[src/rtl/fetch_pkg.sv]
// Shared types and constants for the instruction prefetch stage.
package fetch_pkg;

   localparam int          XLEN_DEF = 32;
   localparam logic [31:0] INST_NOP = 32'h0000_0013;  // addi x0, x0, 0

   // Fetch sequencer: issue a request, wait for its data, or throw away
   // the data of a request that a redirect has made stale.
   typedef enum logic [1:0] {
      S_REQ   = 2'd0,
      S_WAIT  = 2'd1,
      S_DRAIN = 2'd2
   } fq_state_e;

endpackage

[src/rtl/fetch_fifo.sv]
// Small synchronous FIFO holding {instruction, pc+4} pairs for decode.
// Flush wins over push and pop; the head is read straight from storage.
module fetch_fifo #(
   parameter int DEPTH = 4,
   parameter int WIDTH = 64
) (
   input  logic                   clk,
   input  logic                   rst,
   input  logic                   push,
   input  logic                   pop,
   input  logic                   flush,
   input  logic [WIDTH-1:0]       wdata,
   output logic [WIDTH-1:0]       head,
   output logic [$clog2(DEPTH):0] count
);

   localparam int AW = $clog2(DEPTH);

   logic [WIDTH-1:0] mem [DEPTH];
   logic [AW-1:0]    wr_ptr;
   logic [AW-1:0]    rd_ptr;

   // Pointer and occupancy bookkeeping; pointers wrap naturally at DEPTH.
   always_ff @(posedge clk or negedge rst) begin
      // NOTE: state registers use non-blocking assignments so every flop samples pre-edge values.
      if (!rst) begin
         wr_ptr <= '0;
         rd_ptr <= '0;
         count  <= '0;
      end else if (flush) begin
         wr_ptr <= '0;
         rd_ptr <= '0;
         count  <= '0;
      end else begin
         if (push) wr_ptr <= wr_ptr + 1'b1;
         if (pop)  rd_ptr <= rd_ptr + 1'b1;
         if (push && !pop)      count <= count + 1'b1;
         else if (pop && !push) count <= count - 1'b1;
      end
   end

   // Entry storage write port.
   always_ff @(posedge clk) begin
      // NOTE: storage is deliberately not reset; count gates its visibility, so it maps to plain RAM.
      if (push && !flush) mem[wr_ptr] <= wdata;
   end

   assign head = mem[rd_ptr];

endmodule

[src/rtl/fetch_queue.sv]
// Instruction prefetch stage: owns the fetch PC, keeps at most one
// request outstanding to instruction memory, buffers returned words with
// their pc+4 and hands them to decode. A taken branch flushes everything
// queued, squashes the in-flight response and restarts at the target.
module fetch_queue
   import fetch_pkg::*;
#(
   parameter int               DEPTH    = 4,
   parameter int               XLEN     = XLEN_DEF,
   parameter logic [XLEN-1:0]  RESET_PC = '0
) (
   input  logic                   clk,
   input  logic                   rst,
   input  logic                   redirect,
   input  logic [XLEN-1:0]        redirect_pc,
   output logic                   imem_req,
   output logic [XLEN-1:0]        imem_addr,
   input  logic                   imem_gnt,
   input  logic                   imem_rvalid,
   input  logic [XLEN-1:0]        imem_rdata,
   output logic                   d_valid,
   output logic [XLEN-1:0]        d_inst,
   output logic [XLEN-1:0]        d_pc,
   input  logic                   d_ready,
   output logic [$clog2(DEPTH):0] fq_count
);

   localparam int CW = $clog2(DEPTH) + 1;

   fq_state_e         state;
   fq_state_e         state_nxt;
   logic [XLEN-1:0]   fetch_pc;
   logic [XLEN-1:0]   req_pc;
   logic              full;
   logic              fire;
   logic              push;
   logic              pop;
   logic [2*XLEN-1:0] head;
   logic              unused_redirect_lsb;

   // Target is always word aligned; the low bits carry no information.
   assign unused_redirect_lsb = ^redirect_pc[1:0];

   assign full      = (fq_count == CW'(DEPTH));
   assign imem_addr = fetch_pc;
   assign fire      = imem_req & imem_gnt;
   assign d_valid   = (fq_count != '0) & ~redirect;
   assign pop       = d_valid & d_ready;

   // Sequencer next state, request strobe and push decision.
   always_comb begin
      // NOTE: every output gets a default first so no path leaves it unassigned (no latch).
      state_nxt = state;
      imem_req  = 1'b0;
      push      = 1'b0;
      case (state)
         S_REQ: begin
            // rst term keeps the request low while reset is held.
            imem_req = rst & ~full & ~redirect;
            if (imem_req && imem_gnt) state_nxt = S_WAIT;
         end
         S_WAIT: begin
            if (imem_rvalid) begin
               push      = ~redirect;
               state_nxt = S_REQ;
            end else if (redirect) begin
               state_nxt = S_DRAIN;
            end
         end
         S_DRAIN: begin
            // The stale response is consumed whether or not another redirect arrives.
            if (imem_rvalid) state_nxt = S_REQ;
         end
         default: state_nxt = S_REQ;
      endcase
   end

   // State, fetch PC and in-flight request PC.
   always_ff @(posedge clk or negedge rst) begin
      if (!rst) begin
         state    <= S_REQ;
         fetch_pc <= RESET_PC;
         req_pc   <= '0;
      end else begin
         state <= state_nxt;
         if (redirect) begin
            fetch_pc <= {redirect_pc[XLEN-1:2], 2'b00};
         end else if (fire) begin
            fetch_pc <= fetch_pc + XLEN'(4);
            req_pc   <= fetch_pc;
         end
      end
   end

   fetch_fifo #(
      .DEPTH (DEPTH),
      .WIDTH (2*XLEN)
   ) u_fifo (
      .clk   (clk),
      .rst   (rst),
      .push  (push),
      .pop   (pop),
      .flush (redirect),
      .wdata ({imem_rdata, req_pc + XLEN'(4)}),
      .head  (head),
      .count (fq_count)
   );

   // An empty queue presents a NOP rather than whatever the storage holds.
   assign d_inst = (fq_count != '0) ? head[2*XLEN-1:XLEN] : XLEN'(INST_NOP);
   assign d_pc   = head[XLEN-1:0];

endmodule

[config.mk]
export PLATFORM = sky130hd
export DESIGN_NAME = fetch_queue
export DESIGN_NICKNAME = d
export VERILOG_FILES = /design/src/rtl/fetch_pkg.sv /design/src/rtl/fetch_fifo.sv /design/src/rtl/fetch_queue.sv
export SDC_FILE = /design/constraint.sdc
export NUM_CORES = 1
export LEC_CHECK = 0
export ABC_AREA = 1
export CAP_MARGIN = 20
export CORE_MARGIN = 2
export CORE_UTILIZATION = 45
export CTS_CLUSTER_SIZE = 25
export DETAILED_ROUTE_END_ITERATION = 8
export GPL_TIMING_DRIVEN = 1
export PLACE_DENSITY = 0.7
export SYNTH_ARGS = -nofsm -noshare
export SYNTH_HDL_FRONTEND = slang
export SYNTH_SLANG_ARGS = --single-unit
export TNS_END_PERCENT = 10
[constraint.sdc]
create_clock -name clk -period 4.48 [get_ports clk]
set_input_delay 0.448 -clock clk [delete_from_list [all_inputs] [get_ports clk]]
set_output_delay 0.448 -clock clk [all_outputs]
set_load 0.03 [all_outputs]
* Yosys cells after proc, flatten, opt, wreduce, memory -nomap -nowiden
Memories as Yosys holds them, arrays and structs flattened. Cells that the tools add are included.
Operators by class: equal/unequal tests 6, bitwise gates (word level) 7, multiplexer cells 20, reductions and logical operators 15, add/sub/neg operators 6
Operator list (count):
- 2-to-1 mux 32 bit | 3
- adder 32 x 3 -> 32 bit, second input constant | 2
- 2-to-1 mux 2 bit | 8
- 2-to-1 mux 3 bit | 3
- one-hot mux 2 bit (3 select lines) | 1
- nonzero test 2 bit | 3
- nonzero test 3 bit | 2
- AND 1 bit | 5
- 2-to-1 mux 1 bit | 5
- adder 2 x 1 -> 2 bit, second input constant | 2
- logical AND 1 bit | 4
- inequality test 2 bit, second input constant | 2
- adder 3 x 1 -> 3 bit, second input constant | 1
- == test 3 bit, second input constant | 1
- logical NOT 1 bit | 3
- inequality test 3 bit, second input constant | 1
- AND reduction 3 bit | 1
- subtractor 3 x 1 -> 3 bit, second input constant | 1
- == test 2 x 1 -> 1 bit, second input constant | 1
- == test 2 bit, second input constant | 1
- logical NOT 2 bit | 1
- NOT 1 bit | 2
- AND reduction 2 bit | 1
Storage, ports and cells: flip-flop bits (word level) 73, logic and storage cells 61, output and inout port bits 101, input bits 70, memories kept 1, memory bits (writable) 256
Memories:
- u_fifo.mem | words 4, bits a word 64, rd ports 1, clocked after memory_dff 0, write ports 1, line fetch_fifo.sv:19 | logic [WIDTH-1:0] mem [DEPTH];

* Logic depth before layout (Yosys ltp)
depth after elaboration 8, depth in mapped cells 13, gate-level depth less buffers 13

* By module
From an unflattened synthesis, not the netlist that was laid out.
Unflattened totals: cells, all modules 1377, area total of the unflattened synthesis 14498.9 sq um
By module, submodules not included:
- fetch_fifo | cells an instance 675, area each 9918.3 sq um, times used 1, sequential area each 7862.5 sq um
- fetch_queue | cells an instance 702, area each 4580.6 sq um, times used 1, sequential area each 1551.5 sq um

* Worst setup path before layout
No wires, ideal clock.
kind reg-to-reg, from register state[1], to memory u_fifo.mem[0][10] (enable), cell stages (with the launch flop) 6, path buffers 0, path slack 0.523 ns, setup time 0.482 ns, required time 3.998 ns, clock period less this slack 3.957 ns, arrival 3.475 ns, cell sequence dfrtp_1 > nor2_1 > nand2_1 > nor2_2 > inv_1 > nor2_1
Between the ends: cells in the longest elaborated chain, start to end 5
Ends and longest elaborated chain:
- start, declared | line fetch_queue.sv:30 | fq_state_e state;
- start signal, assigned | line fetch_queue.sv:85 | state <= state_nxt;
- == test 2 x 1 -> 1 bit | line fetch_queue.sv:56 | case (state)
- 2-to-1 mux 1 bit | line fetch_queue.sv:56
- logical AND 1 bit | line fetch_fifo.sv:45 | if (push && !flush) mem[wr_ptr] <= wdata;
- 2-to-1 mux 1 bit | line fetch_fifo.sv:45
- 2-to-1 mux 1 bit (not written as such) | line fetch_fifo.sv:45
- end, declared | line fetch_fifo.sv:19
No other way between the ends.

* Worst setup path in the final report
from register u_fifo.rd_ptr[1], to output port d_inst[16]
Between the ends: cells in the longest elaborated chain, start to end 2
Ends and longest elaborated chain:
- start, declared | line fetch_fifo.sv:21 | logic [AW-1:0] rd_ptr;
- start signal, assigned | line fetch_fifo.sv:36 | if (pop) rd_ptr <= rd_ptr + 1'b1;
- memory read (4 x 64 bit)
- 2-to-1 mux 32 bit | line fetch_queue.sv:110 | assign d_inst = (fq_count != '0) ? head[2*XLEN-1:XLEN] : XLEN'(INST_NOP);
- end, declared | line fetch_queue.sv:22 | output logic [XLEN-1:0] d_inst,
No other way between the ends.

==> results.cfg <==
[flow_run]
cap_viol_max_count = 0

[cts]
htreeDepth = 1
cts_root_buffer = clkbuf_16
clk_latency_ns = 0.56
clock_sinks = 317
cts_tree = yes
clock_path_buffers = 3
path_clk_slew_ns = 0.06
cts_made_buffers = 31

[setup_path]
end_kind = output port
required_ns = 4.03
worstSetupPathType = reg -> out
cp_data_arrival_time_ns = 3.19
worst-path-max-fanout = 26
worst_setup_path_start_kind = flop

[die]
ios = 171
coreArea_um2 = 30700
start_util_pct = 45.9
die_x_um = 181
std_cell_rows = 64
dieArea_um2 = 32800
die_h_um = 181

[finish]
final_cell_mix = 260 x nand2_1, 250 x nor2_1, 248 x edfxtp_1, 163 x clkdlybuf4s50_1, 152 x o21ai_0
area_delta_synth_final_pct = 22.2
mostFrequentLayoutCell = nand2_1
diodes = 0
fin_util_pct = 56.1
fin_area_um2 = 17300
fillCellCount = 2591
fin_nets = 1608
layout-drive-gt1-share_pct = 7.20

[outcome]
outcome = finished, final reports clean

[logic_synthesis]
yosys.area.top_type = edfxtp_1
yosysUniqueCellTypes = 41
yosysSeqAreaShare_pct = 65.0
syn-cell-area_um2 = 14100
avgSynthCellArea_um2 = 10.3
ys_ff_latch = 317
synth-edff-count = 248
async_flop_share_pct = 21.8
netlist_top_cells_area = edfxtp_1 53%, dfrtp_1 12%, nand2_1 6.9%
synth_top_area_share_pct = 52.8
synth-main-ff-cell = edfxtp_1
syn_inst = 1375
synth_warnings = 0

[grt]
grt_overflow = 0
antenna_found_initial = 0
grt.met1_usage_pct = 27.6
grt_use_met3_pct = 2.90
grt_pass1_vias = 9955
gr-max-usage-layer = met2
met2_usage_pct = 34.1
grt_use_total_pct = 20.3
grt_max_degree = 65
grt_first_pass_wirelength_um = 53100

[routing]
via_count = 10200
drt_first_pass_iters = 5
routed_wl_um = 33500
wl_per_cell_um = 17.1
ant_nets = 0
drt_iter0_markers = 847
drcViolationCount = 0
drt-vias-per-instance = 5.25

[timing]
finalSetupViolCount = 0
slew_headroom_pct = 45.0
slew_violations = 0
setup_slack_ns = 0.837
finClkSkew_ns = 0.0243
fin_crit_sh_pct = 81.3
worst_pin_slew_ns = 0.819
hold_viol_final = 0
fmax_mhz = 275
setup_tns_ns = 0
min_period_ns = 3.64
rsz0062_at_grt = false

[power]
power.density_nw_per_um2 = 459
p_total_mw = 7.93
p_leak_nw = 6.32
vdd_drop_max_v = 0.000380

[place]
io_buffers = 164
gp_congestion = 0.887
place_area_um2 = 16200
dp_hpwl_um = 21200
place_ws_ns = 1.35

[hold_path]
hp-class = in -> async
## power by group
group,switching (mW),internal [mW],total (mW)
combinational,1.05,0.552,1.60
sequential,0.174,3.40,3.57
clock,1.08,1.68,2.76
total,2.30,5.63,7.93
## state kept, by name, indices dropped and copies added (netlist names)
name	count
imem_addr	30
u_fifo.wr_ptr	2
u_fifo.rd_ptr	2
u_fifo.mem	248
u_fifo.count	3
state	2
req_pc	30
## final timing paths
path                                              start                           end  slack (ns)  cells past startpoint
min                                                 rst     imem_addr[27]$_DFFE_PN0P_        0.37                      2
max reg2reg                        state[1]$_DFFE_PN0P_   u_fifo.mem[2][52]$_DFFE_PP_        2.13                      6
min reg2reg                      req_pc[27]$_DFFE_PN0P_        req_pc[27]$_DFFE_PN0P_        0.49                      2
max                        u_fifo.rd_ptr[1]$_DFFE_PN0P_                    d_inst[16]        0.84                      6
min in group clk                         redirect_pc[3]      imem_addr[3]$_DFFE_PN0P_        0.45                      3
max in group asynchronous                           rst  u_fifo.rd_ptr[0]$_DFFE_PN0P_        3.00                      3
## synthesized netlist by cell type, types with 2 or more instances
cell type and instances:
clkbuf_1 33, a21oi_2 4, nor3_1 10, buf_4 10
nand3b_1 3, buf_6 5, nor3_2 3, nand2_2 7
nor2_2 11, nor2_4 6, nand3_1 57, o21ai_0 152
buf_2 13, inv_2 6, o311ai_0 2, xnor2_1 6
a21oi_1 30, ha_1 6, o21ai_1 13, o22ai_1 30
nand4_1 4, nand2_1 260, nor2_1 254, xor2_1 23
dfrtp_1 69, nand3_2 3, edfxtp_1 248, inv_1 85
o211ai_1 10
## metrics by stage
step	std cells	hold WS, ns
after floorplan	1378	0.152
after global placement	1893	0.415
after detailed placement	1893	0.417
after CTS	1952	0.364
after global routing	1952	0.394
final	1952	0.367
## cell families (layout without fill, tap and decap cells)
family	count (synthesis)	count (layout)	synth area share, %
compound gates	244	244	9.32
simple gates	623	623	18.5
other cells	1	4	0.0266
buf+inv	154	332	4.74
fa+ha+maj	7	7	0.674
xor+xnor	29	29	1.80
flops	317	317	65.0
## critical path, stage by stage, from the launching register on
cell	delay [ns]
dfrtp_2	0.36
clkinv_1	0.63
buf_4	0.51
nor2_1	0.13
o21ai_0	0.09
a21oi_1	0.19
clkdlybuf4s50_1	0.70
## final cells by class
type / count / area [um^2] / area share, %
clock inverter: 16 / 267 / 1.54
sequential: 317 / 9180 / 53.2
inverter: 92 / 345 / 2.00
timing repair buffer: 182 / 1840 / 10.6
multi-input combinational: 907 / 4310 / 25.0
clock buffer: 42 / 817 / 4.74
tap: 396 / 495 / 2.87
## layer usage
| layer | share of wire [%] | wire length, um | up-vias |
|---|---|---|---|
| li1 | - | - | 4984 |
| met1 | 44 | 14600 | 4877 |
| met2 | 48 | 16000 | 331 |
| met3 | 6.3 | 2110 | 54 |
| met4 | 2.4 | 788 | 0 |
| met5 | 0 | 0 | - |
## what timing repair did
action,CTS,global route
setup buffers,0,0
gates resized for setup,0,0
endpoints found under the hold margin,15,0
hold buffers,1,0
(Power assumes the default switching activity.)
